===== config.mk =====
export PLATFORM = sky130hd
export DESIGN_NAME = shifter_w_parallel_load_flat
export DESIGN_NICKNAME = d
export VERILOG_FILES = /design/src/rtl/shifter_w_parallel_load_if.sv /design/src/rtl/shifter_w_parallel_load.sv /design/src/flat_wrapper.sv
export SDC_FILE = /design/constraint.sdc
export NUM_CORES = 1
export LEC_CHECK = 0
export BUFFER_PORTS_ARGS = -buffer_cell sky130_fd_sc_hd__buf_4
export CORE_AREA = 2 2 39 41
export DETAILED_ROUTE_END_ITERATION = 16
export DIE_AREA = 0 0 41 43
export GPL_TIMING_DRIVEN = 1
export PLACE_DENSITY_LB_ADDON = 0.3
export SLEW_MARGIN = 0
export SYNTH_ARGS = -nofsm -noshare
export SYNTH_HDL_FRONTEND = slang
export SYNTH_SLANG_ARGS = --single-unit

===== constraint.sdc =====
create_clock -name Clk -period 1 [get_ports Clk]
set_input_delay 0.15 -clock Clk [delete_from_list [all_inputs] [get_ports Clk]]
set_output_delay 0.15 -clock Clk [all_outputs]
set_load 0.01 [all_outputs]

===== src/rtl/shifter_w_parallel_load_if.sv =====
// ---------------------------------------------------------------------------
// shifter_w_parallel_load_if
//   Bus bundle for the universal shift register.
//
//   Signals:
//     data_i  [WIDTH-1:0]  parallel load data
//     data_L               left serial input (enters MSB on shift-right)
//     data_R               right serial input (enters LSB on shift-left)
//     S_i     [1:0]        mode select: 00 hold, 01 load, 10 shr, 11 shl
//     rot_i                rotate enable (only with SHIFTER_W_PARALLEL_LOAD_ROTATE_EN)
//     Y_o     [WIDTH-1:0]  register contents
//
//   Modports:
//     master  drives the controls and data, observes Y_o
//     slave   the register itself
//
//   Handshake: none. Every rising clock edge consumes S_i and performs
//   exactly one operation. S_i may change on any cycle.
// ---------------------------------------------------------------------------
interface shifter_w_parallel_load_if #(
    parameter int WIDTH = 8
);
    logic [WIDTH-1:0] data_i;
    logic             data_L;
    logic             data_R;
    logic [1:0]       S_i;
`ifdef SHIFTER_W_PARALLEL_LOAD_ROTATE_EN
    logic             rot_i;
`endif
    logic [WIDTH-1:0] Y_o;

    modport master (
        output data_i,
        output data_L,
        output data_R,
        output S_i,
`ifdef SHIFTER_W_PARALLEL_LOAD_ROTATE_EN
        output rot_i,
`endif
        input  Y_o
    );

    modport slave (
        input  data_i,
        input  data_L,
        input  data_R,
        input  S_i,
`ifdef SHIFTER_W_PARALLEL_LOAD_ROTATE_EN
        input  rot_i,
`endif
        output Y_o
    );
endinterface


===== src/rtl/shifter_w_parallel_load.sv =====
// ---------------------------------------------------------------------------
// shifter_w_parallel_load
//   Universal shift register: hold, parallel load, shift right, shift left.
//   One operation per rising edge of Clk; result visible on Y_o after it.
//
//   Ports:
//     Clk   rising-edge clock
//     Rst   synchronous reset, active-high, highest priority (Q <= 0)
//     bus   shifter_w_parallel_load_if.slave (data_i, data_L, data_R, S_i,
//           Y_o, and rot_i when the rotate option is built in)
//
//   Optional feature:
//     SHIFTER_W_PARALLEL_LOAD_ROTATE_EN  adds rot_i; with rot_i = 1 the shift
//     modes recirculate the bit falling off the far end instead of taking
//     the serial input.
//
//   Parameters:
//     WIDTH  register width in bits (>= 2)
// ---------------------------------------------------------------------------
module shifter_w_parallel_load #(
    parameter int WIDTH = 8
) (
    input  logic                    Clk,
    input  logic                    Rst,
    shifter_w_parallel_load_if.slave bus
);

    localparam logic [1:0] MODE_HOLD = 2'b00;
    localparam logic [1:0] MODE_LOAD = 2'b01;
    localparam logic [1:0] MODE_SHR  = 2'b10;
    localparam logic [1:0] MODE_SHL  = 2'b11;

    logic [WIDTH-1:0] q_q;
    logic [WIDTH-1:0] q_d;
    logic             fill_msb;   // bit entering at the MSB on shift-right
    logic             fill_lsb;   // bit entering at the LSB on shift-left

    // Choose what fills the vacated end bit.
    always_comb begin
        fill_msb = bus.data_L;
        fill_lsb = bus.data_R;
`ifdef SHIFTER_W_PARALLEL_LOAD_ROTATE_EN
        if (bus.rot_i) begin
            fill_msb = q_q[0];
            fill_lsb = q_q[WIDTH-1];
        end
`endif
    end

    always_comb begin
        q_d = q_q;
        unique case (bus.S_i)
            MODE_HOLD: q_d = q_q;
            MODE_LOAD: q_d = bus.data_i;
            MODE_SHR:  q_d = {fill_msb, q_q[WIDTH-1:1]};
            MODE_SHL:  q_d = {q_q[WIDTH-2:0], fill_lsb};
            default:   q_d = q_q;
        endcase
    end

    always_ff @(posedge Clk) begin
        if (Rst) begin
            q_q <= '0;
        end else begin
            q_q <= q_d;
        end
    end

    assign bus.Y_o = q_q;

endmodule


===== src/flat_wrapper.sv =====
// flat-port wrapper written by rule: the top's interface ports become plain ports
module shifter_w_parallel_load_flat 
#(
    parameter int WIDTH = 8
)
  (Clk, Rst, bus_data_i, bus_data_L, bus_data_R, bus_S_i, bus_Y_o);
  shifter_w_parallel_load_if #(.WIDTH(WIDTH)) bus_i ();
  input  logic Clk;
  input  logic Rst;
  input wire logic [$bits(bus_i.data_i)-1:0] bus_data_i;
  input wire logic [$bits(bus_i.data_L)-1:0] bus_data_L;
  input wire logic [$bits(bus_i.data_R)-1:0] bus_data_R;
  input wire logic [$bits(bus_i.S_i)-1:0] bus_S_i;
  output wire logic [$bits(bus_i.Y_o)-1:0] bus_Y_o;
  assign bus_i.data_i = bus_data_i;
  assign bus_i.data_L = bus_data_L;
  assign bus_i.data_R = bus_data_R;
  assign bus_i.S_i = bus_S_i;
  assign bus_Y_o = bus_i.Y_o;
  shifter_w_parallel_load #(.WIDTH(WIDTH)) u_core (.Clk(Clk), .Rst(Rst), .bus(bus_i));
endmodule

==> impl_metrics.json <==
{
  "outcome": "complete, no violations",
  "synth_cell_types": 9,
  "synth_edf_count": 0,
  "drive_gt1_frac": 0.414,
  "grt_remaining_overflow": 0,
  "htree_levels": 1,
  "skew_ps": 1.54,
  "finalWorstSetupSlack_ps": 82.8,
  "grt_max_degree": 17,
  "worstSkewPairLatency_ps": 250,
  "num_io_pins": 22,
  "critical_path.max_stage_delay_ps": 380,
  "power.density_nw_per_um2": 1300,
  "die_x_um": 41,
  "synth_commonest_cells": "mux2i_1 (16), dfxtp_1 (8), o22ai_1 (8)",
  "drt_iter0_markers": 0,
  "cellLeakagePower_uw": 0.000285,
  "combinationalPowerShare": 0.205,
  "syn_area_sq_um": 423,
  "die_area_sq_um": 1760,
  "drc": 0,
  "tritoncts": "yes",
  "critPathRequiredTime_ps": 850,
  "synth.largest_area_cell": "dfxtp_1",
  "ys_warn_count": 0,
  "syn_nets": 52,
  "area.growth.synth_to_final_pct": 37.9,
  "yosysTopAreaCellShare": 0.379,
  "cp-end-kind": "output port",
  "synth_top_flop_cell": "dfxtp_1",
  "initial_utilization": 0.306,
  "drt_first_pass_iters": 1,
  "ir_worst_vdd_mv": 0.617,
  "wl_um": 845,
  "top_layer": "met3",
  "worstMarginPinSlew_ps": 305,
  "synthCells": 38,
  "cp-start-kind": "register",
  "setup_viol_count_final": 0,
  "port_buffers": 21,
  "power.switching_uw": 188,
  "p_int_uw": 570,
  "maxSlewViolCount": 0,
  "max_freq_mhz": 1090,
  "cts_buffer_depth": 2,
  "synth.most_common_cell": "mux2i_1",
  "setup_tns_ps": 0,
  "hold_path_class": "input port to register",
  "placed_cell_area_sq_um": 561,
  "synth_area_per_cell_sq_um": 11.1,
  "fin_crit_ps": 917,
  "coreArea_sq_um": 1380,
  "arrival_ps": 770,
  "cts.sinks": 8,
  "wl_met2_um": 400,
  "slew_headroom": 0.797,
  "viasPerCell": 4.65,
  "synth-seq-cells": 8,
  "pre_cts_ws_ps": 124,
  "synth-seq-area-share": 0.379,
  "path_buf_inv": 1,
  "post-route-period-util": 0.917,
  "nets": 74,
  "num_antenna_cells": 0,
  "post-cts-setup-buffers": 0,
  "seq_power_share": 0.470,
  "vias": 344,
  "grtUsageTotal": 0.120,
  "post_drt_wl_per_cell_um": 11.4,
  "power_frac_clock": 0.325,
  "worstPathCellList": "buf_4",
  "synthArstFlopShare": 0,
  "design_area_sq_um": 583,
  "num_rows": 14,
  "final_antenna_net_count": 0,
  "place.gp.congestion": 0.640,
  "cts_resized": 0,
  "critPathMaxFanout": 4,
  "cts-root-buf": "clkbuf_4",
  "antenna_found_initial": 0,
  "cts_buffers": 3,
  "route.met3.wl_um": 63,
  "grt_pass1_wl_um": 1400,
  "critPathSlowestCell": "dfxtp_1",
  "switching_share": 0.248,
  "ctsHoldBuffers": 0,
  "cp_top_family": "flip-flops",
  "grt_pass1_vias": 319,
  "die_height_um": 43,
  "drt-met1-wl_um": 381,
  "clk_pin_slew_ps": 60,
  "final_hold_viol_count": 0,
  "max_cap_violations": 0,
  "rsz0062_at_grt": "no",
  "crit_type": "register to output port",
  "synth.area.top_cells": "dfxtp_1 (38%), mux2i_1 (38%), o22ai_1 (12%)",
  "largest_reg_flops": 8
}
==> placed cells by master (no fill, tap or decap) <==
master	instances
nand2b_1	1
buf_4	21
o22ai_1	8
mux2i_1	16
or2_1	1
clkbuf_4	3
dfxtp_1	8
==> final cells by class <==
cell class,count,area (sq um)
fill,146,801
clock buffer,3,22.5
multi-input combinational,26,223
sequential,8,160
tap,16,20.0
timing repair buffer,21,158
==> stage by stage <==
step / hold slack [ps] / utilization / total power, uW / std cells
after floorplan: 323 / - / 456 / 38
after global routing: 172 / 0.421 / 804 / 74
after detailed placement: 433 / 0.405 / 521 / 71
final: 173 / 0.421 / 758 / 74
after CTS: 166 / 0.421 / 774 / 74
after global placement: 427 / 0.405 / 519 / 71
==> power groups by stage <==
stage | combinational [uW] | sequential (uW) | clock [uW]
6_report | 156 | 356 | 246
5_1_grt | 169 | 360 | 274
4_1_cts | 158 | 357 | 259
3_5_place_dp | 157 | 364 | 0
3_3_place_gp | 156 | 364 | 0
2_1_floorplan | 87.5 | 369 | 0
==> metal layers <==
metal	track usage	vias up
li1	-	185
met1	0.156	147
met2	0.156	12
met3	0.0314	0
met4	0.100	0
met5	0	-
==> tightest hold or removal path, cell delays in order <==
cell and delay [ps]:
buf_4 80, mux2i_1 50, o22ai_1 100
==> kinds of logic (layout without fill, tap and decap cells) <==
logic type,Yosys count,count (layout),share of synthesized area
buffers and inverters,4,24,0.0947
DFF,8,8,0.379
AOI/OAI and AO/OA,8,8,0.118
muxes,16,16,0.379
and+or+nand+nor,2,2,0.0296
==> path summary, 6_finish.rpt <==
| path | from | to | slack (ps) | cells past startpoint |
|---|---|---|---|---|
| max | u_core.bus.Y_o[4] | bus_Y_o[4] | 80 | 1 |
| min | bus_data_i[2] | u_core.bus.Y_o[2] | 170 | 3 |
| max reg2reg | u_core.bus.Y_o[1] | u_core.bus.Y_o[2] | 300 | 2 |
| min reg2reg | u_core.bus.Y_o[7] | u_core.bus.Y_o[6] | 580 | 2 |
Note: power is estimated with default switching activity, not from simulation.
